## src/rtl/seq_monitor_if.sv

```systemverilog
// Bus bundle between an upstream one-hot sequence counter and seq_monitor.
// The master drives the sampled count and the error clear; the slave (the
// monitor) returns lock status, prediction, error and wrap reporting.
interface seq_monitor_if #(
   parameter int BITS_COUNT = 4,
   parameter int WRAP_W     = 8,
   parameter int ERR_W      = 4
);
   logic                  in_valid;
   logic [BITS_COUNT-1:0] count_in;
   logic                  clr_err;
   logic                  locked;
   logic [BITS_COUNT-1:0] expected;
   logic                  err_pulse;
   logic                  err_sticky;
   logic [1:0]            err_code;
   logic                  wrap_pulse;
   logic [WRAP_W-1:0]     wrap_count;
   logic [ERR_W-1:0]      err_count;

   modport master (
      output in_valid, count_in, clr_err,
      input  locked, expected, err_pulse, err_sticky, err_code,
             wrap_pulse, wrap_count, err_count
   );

   modport slave (
      input  in_valid, count_in, clr_err,
      output locked, expected, err_pulse, err_sticky, err_code,
             wrap_pulse, wrap_count, err_count
   );
endinterface

```

## src/rtl/seq_monitor.sv

```systemverilog
// seq_monitor: watches a one-hot 1->2->4->8->1 counter stream, locks after
// LOCK_N consecutive legal transitions, and reports illegal values / wrong
// transitions seen while locked. Optional statistics counters are built when
// the macro SEQ_MONITOR_STATS_EN is defined; otherwise they read as zero.
module seq_monitor #(
   parameter int BITS_COUNT = 4,
   parameter int LOCK_N     = 4,
   parameter int WRAP_W     = 8,
   parameter int ERR_W      = 4
) (
   input  logic          clk,
   input  logic          reset,
   seq_monitor_if.slave  bus
);
   typedef enum logic [0:0] {
      SEARCH = 1'b0,
      LOCKED = 1'b1
   } state_t;

   localparam logic [3:0] LP_LOCK_N  = 4'(LOCK_N);
   localparam logic [1:0] LP_CODE_NONE    = 2'b00;
   localparam logic [1:0] LP_CODE_ILLEGAL = 2'b01;
   localparam logic [1:0] LP_CODE_WRONG   = 2'b10;

   state_t                r_state, w_state_nxt;
   logic [3:0]            r_good, w_good_nxt;
   logic [BITS_COUNT-1:0] r_expected, w_expected_nxt;
   logic                  r_err_pulse, w_err_nxt;
   logic                  r_wrap_pulse, w_wrap_nxt;
   logic                  r_err_sticky, w_sticky_nxt;
   logic [1:0]            r_err_code, w_code_nxt, w_code_new;

   // One-hot legality of a sampled count value
   function automatic logic f_is_legal(input logic [BITS_COUNT-1:0] v);
      case (v)
         4'd1, 4'd2, 4'd4, 4'd8: f_is_legal = 1'b1;
         default:                f_is_legal = 1'b0;
      endcase
   endfunction

   // Successor in the rotating one-hot sequence; 0 for anything illegal
   function automatic logic [BITS_COUNT-1:0] f_succ(input logic [BITS_COUNT-1:0] v);
      case (v)
         4'd1:    f_succ = 4'd2;
         4'd2:    f_succ = 4'd4;
         4'd4:    f_succ = 4'd8;
         4'd8:    f_succ = 4'd1;
         default: f_succ = 4'd0;
      endcase
   endfunction

   // Register all monitor state and output strobes
   always_ff @(posedge clk) begin
      if (reset) begin
         r_state      <= SEARCH;
         r_good       <= 4'd0;
         r_expected   <= '0;
         r_err_pulse  <= 1'b0;
         r_wrap_pulse <= 1'b0;
         r_err_sticky <= 1'b0;
         r_err_code   <= LP_CODE_NONE;
      end else begin
         r_state      <= w_state_nxt;
         r_good       <= w_good_nxt;
         r_expected   <= w_expected_nxt;
         r_err_pulse  <= w_err_nxt;
         r_wrap_pulse <= w_wrap_nxt;
         r_err_sticky <= w_sticky_nxt;
         r_err_code   <= w_code_nxt;
      end
   end

   // Next-state: lock search, tracking while locked, error classification
   always_comb begin
      w_state_nxt    = r_state;
      w_good_nxt     = r_good;
      w_expected_nxt = r_expected;
      w_err_nxt      = 1'b0;
      w_wrap_nxt     = 1'b0;
      w_code_new     = LP_CODE_NONE;
      if (bus.in_valid) begin
         case (r_state)
            SEARCH: begin
               if (!f_is_legal(bus.count_in)) begin
                  w_good_nxt     = 4'd0;
                  w_expected_nxt = '0;
               end else if (bus.count_in == r_expected) begin
                  w_good_nxt     = r_good + 4'd1;
                  w_expected_nxt = f_succ(bus.count_in);
                  if (w_good_nxt == LP_LOCK_N) begin
                     w_state_nxt = LOCKED;
                  end else begin
                     w_state_nxt = SEARCH;
                  end
               end else begin
                  // A fresh legal value restarts the run from this reference
                  w_good_nxt     = 4'd0;
                  w_expected_nxt = f_succ(bus.count_in);
               end
            end
            LOCKED: begin
               if (!f_is_legal(bus.count_in)) begin
                  w_err_nxt      = 1'b1;
                  w_code_new     = LP_CODE_ILLEGAL;
                  w_expected_nxt = '0;
                  w_good_nxt     = 4'd0;
                  w_state_nxt    = SEARCH;
               end else if (bus.count_in == r_expected) begin
                  w_expected_nxt = f_succ(bus.count_in);
                  // Accepting 1 while locked means the 8->1 wrap just happened
                  w_wrap_nxt     = (bus.count_in == 4'd1);
               end else begin
                  w_err_nxt      = 1'b1;
                  w_code_new     = LP_CODE_WRONG;
                  w_expected_nxt = f_succ(bus.count_in);
                  w_good_nxt     = 4'd0;
                  w_state_nxt    = SEARCH;
               end
            end
            default: begin
               w_state_nxt    = SEARCH;
               w_good_nxt     = 4'd0;
               w_expected_nxt = '0;
            end
         endcase
      end else begin
         w_state_nxt    = r_state;
         w_expected_nxt = r_expected;
      end
   end

   // Sticky flag and first-error code; a new error outranks a same-cycle clear
   always_comb begin
      w_sticky_nxt = r_err_sticky;
      w_code_nxt   = r_err_code;
      if (w_err_nxt) begin
         w_sticky_nxt = 1'b1;
         if (!r_err_sticky || bus.clr_err) begin
            w_code_nxt = w_code_new;
         end else begin
            w_code_nxt = r_err_code;
         end
      end else if (bus.clr_err) begin
         w_sticky_nxt = 1'b0;
         w_code_nxt   = LP_CODE_NONE;
      end else begin
         w_sticky_nxt = r_err_sticky;
         w_code_nxt   = r_err_code;
      end
   end

`ifdef SEQ_MONITOR_STATS_EN
   logic [WRAP_W-1:0] r_wrap_count;
   logic [ERR_W-1:0]  r_err_count;

   // Wrap counter rolls over; error counter saturates; neither sees clr_err
   always_ff @(posedge clk) begin
      if (reset) begin
         r_wrap_count <= '0;
         r_err_count  <= '0;
      end else begin
         if (w_wrap_nxt) begin
            r_wrap_count <= r_wrap_count + {{(WRAP_W-1){1'b0}}, 1'b1};
         end
         if (w_err_nxt && (r_err_count != {ERR_W{1'b1}})) begin
            r_err_count <= r_err_count + {{(ERR_W-1){1'b0}}, 1'b1};
         end
      end
   end

   assign bus.wrap_count = r_wrap_count;
   assign bus.err_count  = r_err_count;
`else
   assign bus.wrap_count = {WRAP_W{1'b0}};
   assign bus.err_count  = {ERR_W{1'b0}};
`endif

   assign bus.locked     = (r_state == LOCKED);
   assign bus.expected   = r_expected;
   assign bus.err_pulse  = r_err_pulse;
   assign bus.err_sticky = r_err_sticky;
   assign bus.err_code   = r_err_code;
   assign bus.wrap_pulse = r_wrap_pulse;
endmodule

```

## src/flat_wrapper.sv

```systemverilog
// flat-port wrapper written by rule: the top's interface ports become plain ports
module seq_monitor_flat 
#(
   parameter int BITS_COUNT = 4,
   parameter int LOCK_N     = 4,
   parameter int WRAP_W     = 8,
   parameter int ERR_W      = 4
)
  (clk, reset, bus_in_valid, bus_count_in, bus_clr_err, bus_locked, bus_expected, bus_err_pulse, bus_err_sticky, bus_err_code, bus_wrap_pulse, bus_wrap_count, bus_err_count);
  seq_monitor_if #(.BITS_COUNT(BITS_COUNT), .WRAP_W(WRAP_W), .ERR_W(ERR_W)) bus_i ();
  input  logic clk;
  input  logic reset;
  input wire logic [$bits(bus_i.in_valid)-1:0] bus_in_valid;
  input wire logic [$bits(bus_i.count_in)-1:0] bus_count_in;
  input wire logic [$bits(bus_i.clr_err)-1:0] bus_clr_err;
  output wire logic [$bits(bus_i.locked)-1:0] bus_locked;
  output wire logic [$bits(bus_i.expected)-1:0] bus_expected;
  output wire logic [$bits(bus_i.err_pulse)-1:0] bus_err_pulse;
  output wire logic [$bits(bus_i.err_sticky)-1:0] bus_err_sticky;
  output wire logic [$bits(bus_i.err_code)-1:0] bus_err_code;
  output wire logic [$bits(bus_i.wrap_pulse)-1:0] bus_wrap_pulse;
  output wire logic [$bits(bus_i.wrap_count)-1:0] bus_wrap_count;
  output wire logic [$bits(bus_i.err_count)-1:0] bus_err_count;
  assign bus_i.in_valid = bus_in_valid;
  assign bus_i.count_in = bus_count_in;
  assign bus_i.clr_err = bus_clr_err;
  assign bus_locked = bus_i.locked;
  assign bus_expected = bus_i.expected;
  assign bus_err_pulse = bus_i.err_pulse;
  assign bus_err_sticky = bus_i.err_sticky;
  assign bus_err_code = bus_i.err_code;
  assign bus_wrap_pulse = bus_i.wrap_pulse;
  assign bus_wrap_count = bus_i.wrap_count;
  assign bus_err_count = bus_i.err_count;
  seq_monitor #(.BITS_COUNT(BITS_COUNT), .LOCK_N(LOCK_N), .WRAP_W(WRAP_W), .ERR_W(ERR_W)) u_core (.clk(clk), .reset(reset), .bus(bus_i));
endmodule
```

## config.mk

```make
export PLATFORM = sky130hd
export DESIGN_NAME = seq_monitor_flat
export DESIGN_NICKNAME = d
export VERILOG_FILES = /design/src/rtl/seq_monitor_if.sv /design/src/rtl/seq_monitor.sv /design/src/flat_wrapper.sv
export SDC_FILE = /design/constraint.sdc
export NUM_CORES = 1
export LEC_CHECK = 0
export CAP_MARGIN = 20
export CELL_PAD_IN_SITES_DETAIL_PLACEMENT = 0
export CELL_PAD_IN_SITES_GLOBAL_PLACEMENT = 2
export CORE_MARGIN = 2
export CORE_UTILIZATION = 27
export CTS_CLUSTER_SIZE = 40
export DETAILED_ROUTE_END_ITERATION = 6
export GPL_TIMING_DRIVEN = 1
export PLACE_DENSITY = 0.9
export SLEW_MARGIN = 20
export SYNTH_ARGS = -nofsm -noshare
export SYNTH_HDL_FRONTEND = slang
export SYNTH_SLANG_ARGS = --single-unit
```

## constraint.sdc

```tcl
create_clock -name clk -period 2.92 [get_ports clk]
set_input_delay 0.438 -clock clk [delete_from_list [all_inputs] [get_ports clk]]
set_output_delay 0.438 -clock clk [all_outputs]
set_load 0.005 [all_outputs]
```

# Yosys cells after proc, flatten, opt, wreduce, memory -nomap -nowiden
# Cells that the tools add are included.
[word_totals] out_inout_bits=22 in_bits=8 mem_bits_rw=0 ff_bits=14 romBits=0 latch_bits=0 mem_count=0 elab_cells=60
[op_classes] mux=33 n_eq_ne=8 reduce_logical=7 shifts=0 n_bitwise=4 n_addsub=1 mul=0 n_div=0 n_lt_le_gt_ge=0
[ops] cell="$mux W4" n=6
[ops] cell="$mux W1" n=16
[ops] cell="$pmux W4 S2" n=2
[ops] cell="$pmux W4 S4" n=1
[ops] cell="$mux W2" n=7
[ops] cell="$eq A4 B3 Y1 const B" n=2
[ops] cell="$reduce_or A5 Y1" n=1
[ops] cell="$add A4 B1 Y4 const B" n=1
[ops] cell="$eq A4 B1 Y1 const B" n=1
[ops] cell="$eq A4 B2 Y1 const B" n=1
[ops] cell="$eq A4 B4 Y1" n=1
[ops] cell="$eq A4 B4 Y1 const B" n=1
[ops] cell="$not A1 Y1" n=4
[ops] cell="$reduce_and A2 Y1" n=2
[ops] cell="$reduce_or A4 Y1" n=1
[ops] cell="$ne A3 B3 Y1 const B" n=1
[ops] cell="$ne A2 B2 Y1 const B" n=1
[ops] cell="$pmux W1 S2" n=1
[ops] cell="$reduce_bool A2 Y1" n=1
[ops] cell="$logic_not A1 Y1" n=1
[ops] cell="$logic_or A1 B1 Y1" n=1

# Longest topological paths before layout
[logic_depth] ltp_word=10 mapped_depth=5 mapped_depth_nobuf=4

# Worst setup path after synthesis
# OpenSTA, ideal clock, no wires.
[synth_timing] path_type="input to register" start="input port bus_count_in[0]" end="register u_core.r_err_code[0], in the netlist u_core.bus.err_code[0]" required_ns=2.792 setup_slack_ns=1.522 arrival_time_ns=1.270 path_buffers=0 setup_ns=0.128 stages=4 cell_sequence="nor4b_2 -> a211o_2 -> a211oi_1 -> o22ai_1"
[synth_via] elab_chain_len=10 word_cells_on_any_way=21
[synth_lines] element="start, declared" line_no="flat_wrapper.sv:14" text="input wire logic [$bits(bus_i.count_in)-1:0] bus_count_in;"
[synth_lines] element="$eq A4 B2 Y1, or another cell as far along" line_no="seq_monitor.sv:35" text="case (v)"
[synth_lines] element="$reduce_or A4 Y1" line_no="seq_monitor.sv:35"
[synth_lines] element="$mux W1" line_no="seq_monitor.sv:35"
[synth_lines] element="$mux W1" line_no="seq_monitor.sv:82" text="case (r_state)"
[synth_lines] element="$mux W1" line_no="seq_monitor.sv:81" text="if (bus.in_valid) begin"
[synth_lines] element="$mux W1 / $mux W2 (equally long branches)" line_no="seq_monitor.sv:102" text="if (!f_is_legal(bus.count_in)) begin"
[synth_lines] element="$mux W1 / $mux W2 (equally long branches)" line_no="seq_monitor.sv:82"
[synth_lines] element="$mux W1 / $mux W2 (equally long branches)" line_no="seq_monitor.sv:81"
[synth_lines] element="$ne A2 B2 Y1 (no line), or another cell as far along"
[synth_lines] element="$reduce_and A2 Y1 (no line) / $mux W2 (equally long branches)"
[synth_lines] element="end signal, assigned" line_no="seq_monitor.sv:69" text="r_err_code <= w_code_nxt;"
[synth_lines] element="end, declared" line_no="seq_monitor.sv:31" text="logic [1:0] r_err_code, w_code_nxt, w_code_new;"
# Several ways; a longest one is shown, not always the timed one. The select of a mux whose other input is x is not followed.
# A chain may end at the register's enable or synchronous reset.

# Worst setup path after layout
[layout_timing] start="input port bus_count_in[2]" end="register u_core.r_err_code[0], in the netlist u_core.bus.err_code[0]"
# Same word-level chain as after synthesis.

==> results by group <==
Status
  – Status: finished, final reports clean

Power
  – Leakage: 0.000348 µW
  – Worst ir drop on vdd: 0.164 mV
  – Reg power frac: 50.6%
  – Internal power: 287 µW
  – Clock power frac: 37.5%
  – Switch share: 24.5%
  – Cell Pwr Density: 377 nW/µm²
  – Switch Pwr: 93.3 µW
  – Comb power frac: 11.9%

Floorplanning
  – Die Ht: 59.8 µm
  – Die width: 59.8 µm
  – Num rows: 20
  – Starting Density: 28.0%
  – Io pins: 30
  – Core ar.: 3000 µm²
  – Die Area: 3580 µm²

Synth
  – Synth cell types: 33
  – Top FF cell, synth: dfxtp_1
  – YS warnings: 0
  – Post-synth EDFFs: 0
  – Mapped Avg Cell Area: 8.96 µm²
  – Commonest cells in the netlist: dfxtp_1 (14), buf_4 (12), nand2b_1 (8), nand2_1 (6), nor2_1 (6)
  – Top cells by area, synth: dfxtp_1 (33%), buf_4 (11%), nand2b_1 (5.9%)
  – Count leader, synth: dfxtp_1
  – Yosys top cell area share: 33.3%
  – Cells after synthesis: 94
  – Register area share after synthesis: 33.3%
  – Cell area after synthesis: 842 µm²
  – Asr flop ratio synth: 0%
  – Yosys top cell by area: dfxtp_1
  – Synth Register Bits: 14

Final layout
  – Area occupied by multi-input gates: 479 µm²
  – Area growth syn-to-layout: 20.1%
  – Sequential Area: 280 µm²
  – Util after Layout: 33.7%
  – Layout cells sized above 1: 9.09%
  – # fillers: 330
  – # diodes: 0
  – Nets: 120

Timing
  – Minimum clock period: 1910 ps
  – Fmax: 0.523 GHz
  – Final hold vios: 0
  – Fin Clk Skew: 7.36 ps
  – Slew headroom: 64.9%
  – RSZ-0062 raised after global routing: false
  – Worst slew pin tran: 525 ps
  – Setup TNS: 0 ps
  – Max-slew violations: 0
  – Setup Viol. Count Final: 0
  – Period Utilization, post-route: 65.5%

Critical path
  – Nature of the critical path startpoint: input pin
  – Worst path arrival time: 2080 ps
  – Setup crit end kind: flop
  – Critical path peak fanout: 12
  – Crit path kind: input pin to flop
  – Required time worst endpoint: 3080 ps

Clocking
  – Hold_buf cts: 0
  – Maximum clock insertion buffer count: 2
  – Clock tree sinks: 14
  – Post-CTS Setup Repair Bufs: 0
  – Htree depth: 1
  – CTS Buf Count: 3
  – PostCTS Resize Cnt: 0
  – Clock Latency Late Sink: 290 ps
  – Root Driver: clkbuf_4
  – CTS tree: yes
  – Reg clk slew, reported paths: 90 ps

Placement
  – RD Place Congestion: 0.803
  – PortBufs: 17
  – Dpl hpwl: 1.22 mm

Route
  – Drc violations: 0
  – Routed WL per cell: 11.5 µm
  – Vias/cell: 4.64
  – Detailed-route wire length: 1.64 mm
  – Vias: 663
  – DR pass1 iterations: 4
  – Antenna-violating nets left: 0
  – Starting DRT DRC Count: 8

Global route
  – Vias in the first global route: 579
  – Number of antenna violations at the first check in global routing: 0
  – Overall routing resource usage: 9.64%
  – Largest net degree at the start of global routing: 17
  – Global-route wire length before repair: 2.63 mm
  – Total congestion overflow: 0

Worst hold path
  – Hold WC Path Type: flop to flop

Job
  – Max Cap Viol: 0
## metal layers
metal  share of wire, %  wire length [µm]  global-route usage (%)
met5                  0                 0                       0
met3                7.8               128                    4.11
met4               0.85                14                    1.90
met2                 41               674                    13.7
met1                 50               825                    13.5
## power groups by stage
stage / clock, µW / combinational [µW] / sequential (µW)
final: 143 / 45.3 / 193
after global routing: 157 / 50.4 / 193
after CTS: 146 / 45.4 / 193
after detailed placement: 0 / 45.5 / 197
after global placement: 0 / 44.9 / 197
after floorplan: 0 / 40.3 / 197
## area by class of cell
cell class	count	area share, %
Multi-Input combinational cell	74	47.4
Sequential cell	14	27.7
Inverter	1	0.371
Tap cell	33	4.08
Clock buffer	4	3.59
Timing Repair Buffer	17	16.8
## cells in the final DEF, fill, tap and decap left out, drive strengths merged, types with 4 or more instances in the layout
master	n
a21oi	4
clkbuf	4
clkdlybuf4s50	17
conb	12
dfxtp	14
nand2	6
nand2b	8
nand4	5
nor2	6
xnor2	4
## path summary, 6_finish.rpt
check | cells after the start | to | slack (ps) | start
setup / recovery | 5 | u_core.bus.err_code[0]$_SDFFE_PP0P_ | 1010 | bus_count_in[2]
hold / removal | 2 | u_core.bus.err_code[1]$_SDFFE_PP0P_ | 480 | u_core.bus.err_code[1]$_SDFFE_PP0P_
setup reg to reg | 4 | u_core.bus.locked$_SDFFE_PP0P_ | 1460 | u_core.bus.expected[1]$_SDFFE_PP0P_
hold reg to reg | 2 | u_core.bus.err_code[1]$_SDFFE_PP0P_ | 480 | u_core.bus.err_code[1]$_SDFFE_PP0P_
## registers in the layout (all words and copies together) (netlist names)
register and cells:
u_core.bus.expected 4, u_core.bus.err_code 2, u_core.r_good 4, u_core.bus.err_sticky 1, u_core.bus.err_pulse 1, u_core.bus.locked 1, u_core.bus.wrap_pulse 1
## cells by family after synthesis
logic type / Yosys count / share of synthesized area, %
other cells: 1 / 0.445
flops: 14 / 33.3
simple gates: 39 / 29.4
mux: 2 / 2.38
compound gates: 15 / 13.1
buf+inv: 17 / 14.7
xor+xnor: 5 / 5.20
fa+ha+maj: 1 / 1.49
## per-stage QoR
step	setup slack (ps)	hold WS [ps]	instance area, µm²	cells	power, µW
floorplan	1520	463	883	105	237
global placement	742	459	975	139	242
detailed placement	691	462	975	139	242
CTS	999	477	1010	143	384
global route	901	504	1010	143	400
finish	1010	475	1010	143	381
## critical path, cell delays in order
cell	delay, ps
clkdlybuf4s50_1	620
nor4b_2	120
a211o_2	430
a211oi_1	330
o22ai_1	140
No activity file was read; power rests on OpenSTA's default activity.
